### src/rtl/storm_dram_arb_pkg.sv
// Shared types and constants for the STORM data-RAM arbiter.
package storm_dram_arb_pkg;

  // Default geometry of the STORM data RAM.
  localparam int DATA_W_DEF     = 16;
  localparam int ADDR_W_DEF     = 10;
  localparam int STARVE_MAX_DEF = 8;

  // Starvation counter width; covers STARVE_MAX up to 15.
  localparam int CNT_W = 4;

  // Host-side transaction phases.
  typedef enum logic [1:0] {
    ST_IDLE = 2'd0,
    ST_WAIT = 2'd1,
    ST_ACK  = 2'd2
  } arb_state_e;

endpackage

### src/rtl/storm_dram_arb.sv
// STORM data-RAM arbiter: CPU core has priority, PIO host gets a guaranteed
// slot once it has lost STARVE_MAX consecutive cycles to the core.
module storm_dram_arb
  import storm_dram_arb_pkg::*;
#(
  parameter int DATA_W     = DATA_W_DEF,
  parameter int ADDR_W     = ADDR_W_DEF,
  parameter int STARVE_MAX = STARVE_MAX_DEF
) (
  input  logic              iClk,
  input  logic              iRst_n,
  input  logic              iCoreReq,
  input  logic              iCoreWE,
  input  logic [ADDR_W-1:0] iCoreAddr,
  input  logic [DATA_W-1:0] iCoreData,
  output logic [DATA_W-1:0] oCoreQ,
  output logic              oCoreStall,
  input  logic              iHostReq,
  input  logic              iHostWE,
  input  logic [ADDR_W-1:0] iHostAddr,
  input  logic [DATA_W-1:0] iHostData,
  output logic              oHostAck,
  output logic [DATA_W-1:0] oHostQ,
  output logic [ADDR_W-1:0] oRamAddr,
  output logic              oRamWE,
  output logic [DATA_W-1:0] oRamData,
  input  logic [DATA_W-1:0] iRamQ
);

  localparam logic [CNT_W-1:0] STARVE_LIM = CNT_W'(STARVE_MAX);

  arb_state_e        state_q, state_d;
  logic [CNT_W-1:0]  cnt_q, cnt_d;
  logic              ack_q, ack_d;
  logic [DATA_W-1:0] hq_q, hq_d;
  logic              host_grant_s;

  // Host owns the RAM in WAIT when the core is idle or the host has starved long enough.
  always_comb begin
    host_grant_s = iRst_n & (state_q == ST_WAIT) & (~iCoreReq | (cnt_q == STARVE_LIM));
  end

  // Next-state, starvation count and host read capture.
  always_comb begin
    state_d = state_q;
    cnt_d   = cnt_q;
    hq_d    = hq_q;
    case (state_q)
      ST_IDLE: begin
        if (iHostReq) begin
          state_d = ST_WAIT;
          cnt_d   = {CNT_W{1'b0}};
        end else begin
          state_d = ST_IDLE;
        end
      end
      ST_WAIT: begin
        if (host_grant_s) begin
          state_d = ST_ACK;
          cnt_d   = {CNT_W{1'b0}};
          if (!iHostWE) begin
            hq_d = iRamQ;
          end else begin
            hq_d = hq_q;
          end
        end else if (cnt_q < STARVE_LIM) begin
          cnt_d = cnt_q + 4'd1;
        end else begin
          cnt_d = cnt_q;
        end
      end
      ST_ACK: begin
        // The ack holds until the host drops its request; only then may a new access start.
        if (!iHostReq) begin
          state_d = ST_IDLE;
        end else begin
          state_d = ST_ACK;
        end
      end
      default: begin
        state_d = ST_IDLE;
        cnt_d   = {CNT_W{1'b0}};
      end
    endcase
    ack_d = (state_d == ST_ACK);
  end

  // State and host-side registers with synchronous active-low reset.
  always_ff @(posedge iClk) begin
    if (!iRst_n) begin
      state_q <= ST_IDLE;
      cnt_q   <= {CNT_W{1'b0}};
      ack_q   <= 1'b0;
      hq_q    <= {DATA_W{1'b0}};
    end else begin
      state_q <= state_d;
      cnt_q   <= cnt_d;
      ack_q   <= ack_d;
      hq_q    <= hq_d;
    end
  end

  // RAM port mux; writes are suppressed while reset is asserted.
  always_comb begin
    if (host_grant_s) begin
      oRamAddr = iHostAddr;
      oRamData = iHostData;
      oRamWE   = iHostWE;
    end else begin
      oRamAddr = iCoreAddr;
      oRamData = iCoreData;
      oRamWE   = iRst_n & iCoreWE & iCoreReq;
    end
    oCoreStall = iCoreReq & host_grant_s;
    oCoreQ     = iRamQ;
    oHostAck   = ack_q;
    oHostQ     = hq_q;
  end

endmodule

### config.mk
export PLATFORM = sky130hd
export DESIGN_NAME = storm_dram_arb
export DESIGN_NICKNAME = d
export VERILOG_FILES = /design/src/rtl/storm_dram_arb_pkg.sv /design/src/rtl/storm_dram_arb.sv
export SDC_FILE = /design/constraint.sdc
export NUM_CORES = 1
export LEC_CHECK = 0
export BUFFER_PORTS_ARGS = -buffer_cell sky130_fd_sc_hd__buf_2
export CAP_MARGIN = 20
export CORE_MARGIN = 3
export CORE_UTILIZATION = 38
export DETAILED_ROUTE_END_ITERATION = 12
export GPL_TIMING_DRIVEN = 0
export PLACE_DENSITY = 0.77
export SETUP_SLACK_MARGIN = 0.05
export SYNTH_ARGS = -nofsm -noshare
export SYNTH_HDL_FRONTEND = slang
export SYNTH_SLANG_ARGS = --single-unit
### constraint.sdc
create_clock -name iClk -period 2.6 [get_ports iClk]
set_input_delay 0.26 -clock iClk [delete_from_list [all_inputs] [get_ports iClk]]
set_output_delay 0.26 -clock iClk [all_outputs]
set_load 0.01 [all_outputs]
* Yosys cells after proc, flatten, opt, wreduce, memory -nomap -nowiden
Index checks and enable logic that the tools add are counted.
Cells by class: $add $sub $neg 1, multipliers 0, div/mod/pow operators 0, order comparisons 1, equality and inequality tests 6, shift-type cells 0, mux-type cells 11, bitwise operators 9, reductions and logical operators 3
Operators with widths (count):
- $mux 16 | 1
- $mux 4 | 3
- $pmux 4 s3 | 1
- $mux 10 | 1
- $pmux 2 s3 | 1
- $reduce_and 3->1 | 2
- $and 1x1->1 | 5
- $add 4x1->4 const B | 1
- $eq 2x2->1 const B | 2
- $eq 4x4->1 const B | 1
- $lt 4x4->1 const B | 1
- $mux 2 | 2
- $ne 3x2->1 const B | 1
- $not 1->1 | 3
- $eq 2x1->1 const B | 1
- $logic_not 2->1 | 1
- $mux 1 | 2
- $ne 2x2->1 const B | 1
- $or 1x1->1 | 1
Word-level totals: bits in registers 23, latch bits 0, bits in writable memories 0, ROM bits 0, output and inout bits 61, logic and storage cells 35, memories 0

* Longest topological paths before layout
depth after elaboration 6, mapped depth 6, depth with buffers taken out 5

* Worst setup path before layout
Ideal clock, no wire load.
path type register to output, from register cnt_q[0], to output oRamAddr[5], data arrival time 1.740 ns, slack 0.600 ns, cell stages (with the launch flop) 7, path buffers 1, cell sequence dfxtp_1 -> inv_1 -> ha_1 -> nand3b_4 -> a211oi_4 -> buf_6 -> mux2_1
On the way: longest elaborated chain between the ends 4
Ends and longest elaborated chain:
- from (decl) | RTL line storm_dram_arb.sv:33 | logic [CNT_W-1:0] cnt_q, cnt_d;
- from (signal assigned) | RTL line storm_dram_arb.sv:92 | cnt_q <= {CNT_W{1'b0}};
- from (signal assigned) | RTL line storm_dram_arb.sv:97 | cnt_q <= cnt_d;
- $eq 4x4->1 | RTL line storm_dram_arb.sv:40 | host_grant_s = iRst_n & (state_q == ST_WAIT) & (~iCoreReq | (cnt_q == STARVE_LIM));
- $or 1x1->1 | RTL line storm_dram_arb.sv:40
- $and 1x1->1 | RTL line storm_dram_arb.sv:40
- $mux 10 | RTL line storm_dram_arb.sv:105 | if (host_grant_s) begin
- to (decl) | RTL line storm_dram_arb.sv:24 | output logic [ADDR_W-1:0] oRamAddr,
No other way between the ends.

* Worst setup path in the final report
from register cnt_q[0], to output oRamAddr[6]
Same word-level chain as after synthesis.

==> run summary <==
status: completed
DRC: 0
Clk pin slew, worst setup/hold paths: 0.08 ns
CTS H-tree lvls: 1
initial antenna violation count: 0
CP max-delay cell: dfxtp_1
Seq cells post-synth: 23
critical-path maximum fanout: 10
DR iter-0 viols: 33
nets@finish: 380
warnings from Yosys: 0
worst path cell trace: inv_1 -> ha_1 -> nand3b_4 -> a211oi_4 -> buf_6 -> mux2_2 -> buf_2
Die Height: 69.6 µm
total power: 0.831 mW
Reg area: 460 µm²
RSZ-0062 raised after global routing: no
worst hold path type: in -> reg
Seq/Total Area, Yosys: 30.0%
fraction of final layout cells sized beyond drive strength 1: 61.4%
routed wire length: 4260 µm
largest net degree at the start of global routing: 14
Post-DP HPWL: 3550 µm
worst skew pair latency: 0.26 ns
Final Hold Vio Count: 0
Max Fclk: 425 MHz
number of iterations in the first detailed-routing pass: 4
antenna viol nets, final: 0
Syn Inst Count: 164
leak pwr: 1.15 nW
VDD IR-drop max: 0.368 mV
kind of cell adding the most delay to the critical path: buffers and inverters
Num CTS Buffers: 3
Worst Setup End Kind: primary output
die area: 4840 µm²
GRT Residual Overflow: 0
Layout fillers: 358
Avg Inst Size Synth: 9.37 µm²
Post-synth EDFFs: 0
Worst R2R Setup Slack: 0.75 ns
Clock Sinks: 23
most common cell after layout, fill and taps aside: buf_2
pwr dens: 358 nW/µm²
Worst Path Class, Setup: reg -> out
Setup TNS: 0 ns
vias in the first global route: 1485
commonest non-fill, non-tap cells in the layout: buf_2, nand2_1, mux2_2, dfxtp_1, buf_4
Final period util: 90.5%
GRT Overall Usage: 15.9%
placer congestion estimate: 0.778
Slew Viols, Final: 0
Synth cell types: 31
CTS tree: built
max-cap violation count: 0
DIE WIDTH: 69.6 µm
first-pass GRT wire length: 6570 µm
multi-input combinational cell area: 885 µm²
Hold Buf Count CTS: 0
dominant synthesized flop cell: dfxtp_1
crit start category: flop
io pins: 135
Post-CTS Resized: 0
fin crit period: 2.35 ns
Post-Synthesis Net Count: 240
Antenna diodes: 0
Layout Area Growth over Synthesis: 51.2%
WL/cell: 12.1 µm
Max Buffers Root-to-Sink: 2
FFs w/ async S/R, synth: 0%
final setup vio count: 0
via count: 1664
port bufs: 133
Slew HR: 65.6%
final core utilization: 61.6%
Clock Root Buffer: clkbuf_8
Slew @ Worst Pin: 0.514 ns
core area: 3770 µm²
Slowest Stage Delay on Critical Path: 0.36 ns
worst path required time: 2.34 ns
Via density: 4.74
FP Rows: 22
Worst Path Buf+Inv: 3
mapped cell area: 1540 µm²
Worst Skew: 0.00583 ns
CP arrival: 2.09 ns
Initial Util: 40.7%
==> flip-flops by register name, indices dropped and copies added, names as in the netlist <==
signal    count
oHostQ       16
cnt_q         4
state_q       2
oHostAck      1
==> synth_stat cells, types with 2 or more instances <==
master	n	area share [%]
a21oi_1	2	0.65
nand2_1	34	8.3
clkbuf_1	5	1.2
nand2b_1	4	1.6
mux2_2	24	18
o21a_1	2	0.98
a211oi_4	2	2.6
and2_1	2	0.81
a32oi_1	3	1.7
buf_4	16	7.8
nor2b_1	2	0.81
inv_1	5	1.2
mux2_1	2	1.5
buf_6	3	2.2
a211oi_1	2	0.98
nand4_1	2	0.81
ha_1	2	1.6
mux2i_1	17	11
dfxtp_1	23	30
==> metal layers <==
layer	vias to the layer above	part of all wire, %	track usage (%)
li1	831	-	-
met1	748	38	17.5
met2	83	50	29.9
met3	2	11	5.94
met4	0	0.094	1.30
met5	-	0	0
==> path summary, 6_finish.rpt <==
check | start | end | depth (start not counted)
max | cnt_q[0]$_SDFFE_PN0P_ | oRamAddr[6] | 7
min | iRamQ[12] | oHostQ[12]$_SDFFE_PN0P_ | 3
max reg2reg | cnt_q[0]$_SDFFE_PN0P_ | oHostQ[15]$_SDFFE_PN0P_ | 6
min reg2reg | oHostQ[9]$_SDFFE_PN0P_ | oHostQ[9]$_SDFFE_PN0P_ | 2
==> per-stage QoR <==
stage / hold WS, ns / instances / cell area (µm²) / worst slack (ns)
floorplan: 0.402 / 164 / 1540 / 0.600
global placement: 0.439 / 345 / 2260 / 0.300
detailed placement: 0.448 / 345 / 2260 / 0.303
CTS: 0.245 / 351 / 2320 / 0.225
global route: 0.250 / 351 / 2320 / 0.105
finish: 0.246 / 351 / 2320 / 0.247
==> cells by family after synthesis <==
family / share of synthesized area [%]
flip-flops: 30.0
AND/OR/NAND/NOR: 16.4
AO/OA/AOI/OAI: 9.37
adder cells (fa/ha/maj): 1.63
multiplexers: 30.1
buffers and inverters: 12.5
==> where the power goes <==
| group | internal, mW | switching (mW) | total [mW] |
|---|---|---|---|
| Combinational | 0.132 | 0.111 | 0.243 |
| Sequential | 0.361 | 0.00738 | 0.369 |
| Clock | 0.107 | 0.113 | 0.220 |
==> worst register-to-register path: cells and delay by family, from the launching register on <==
family | cells | cell delay (ns)
buf+inv | 2 | 0.32
compound gates | 1 | 0.53
fa+ha+maj | 1 | 0.23
flops | 1 | 0.36
mux | 1 | 0.20
simple gates | 1 | 0.15
==> final cells by class <==
type	instances	area share, %
well taps	48	2.58
flip-flops and latches	23	19.8
repair buffers	135	29.3
clock buffers	3	1.78
clock inverters	1	0.215
plain buffers	24	7.43
multi-input cells	112	38.1
inverters	5	0.808
==> what timing repair did <==
item | in CTS | in global routing
buffers inserted | 2 | 0
setup endpoints to repair | 19 | 0
hold endpoints to repair | 0 | 0
Power figures use the tool's default switching activity.
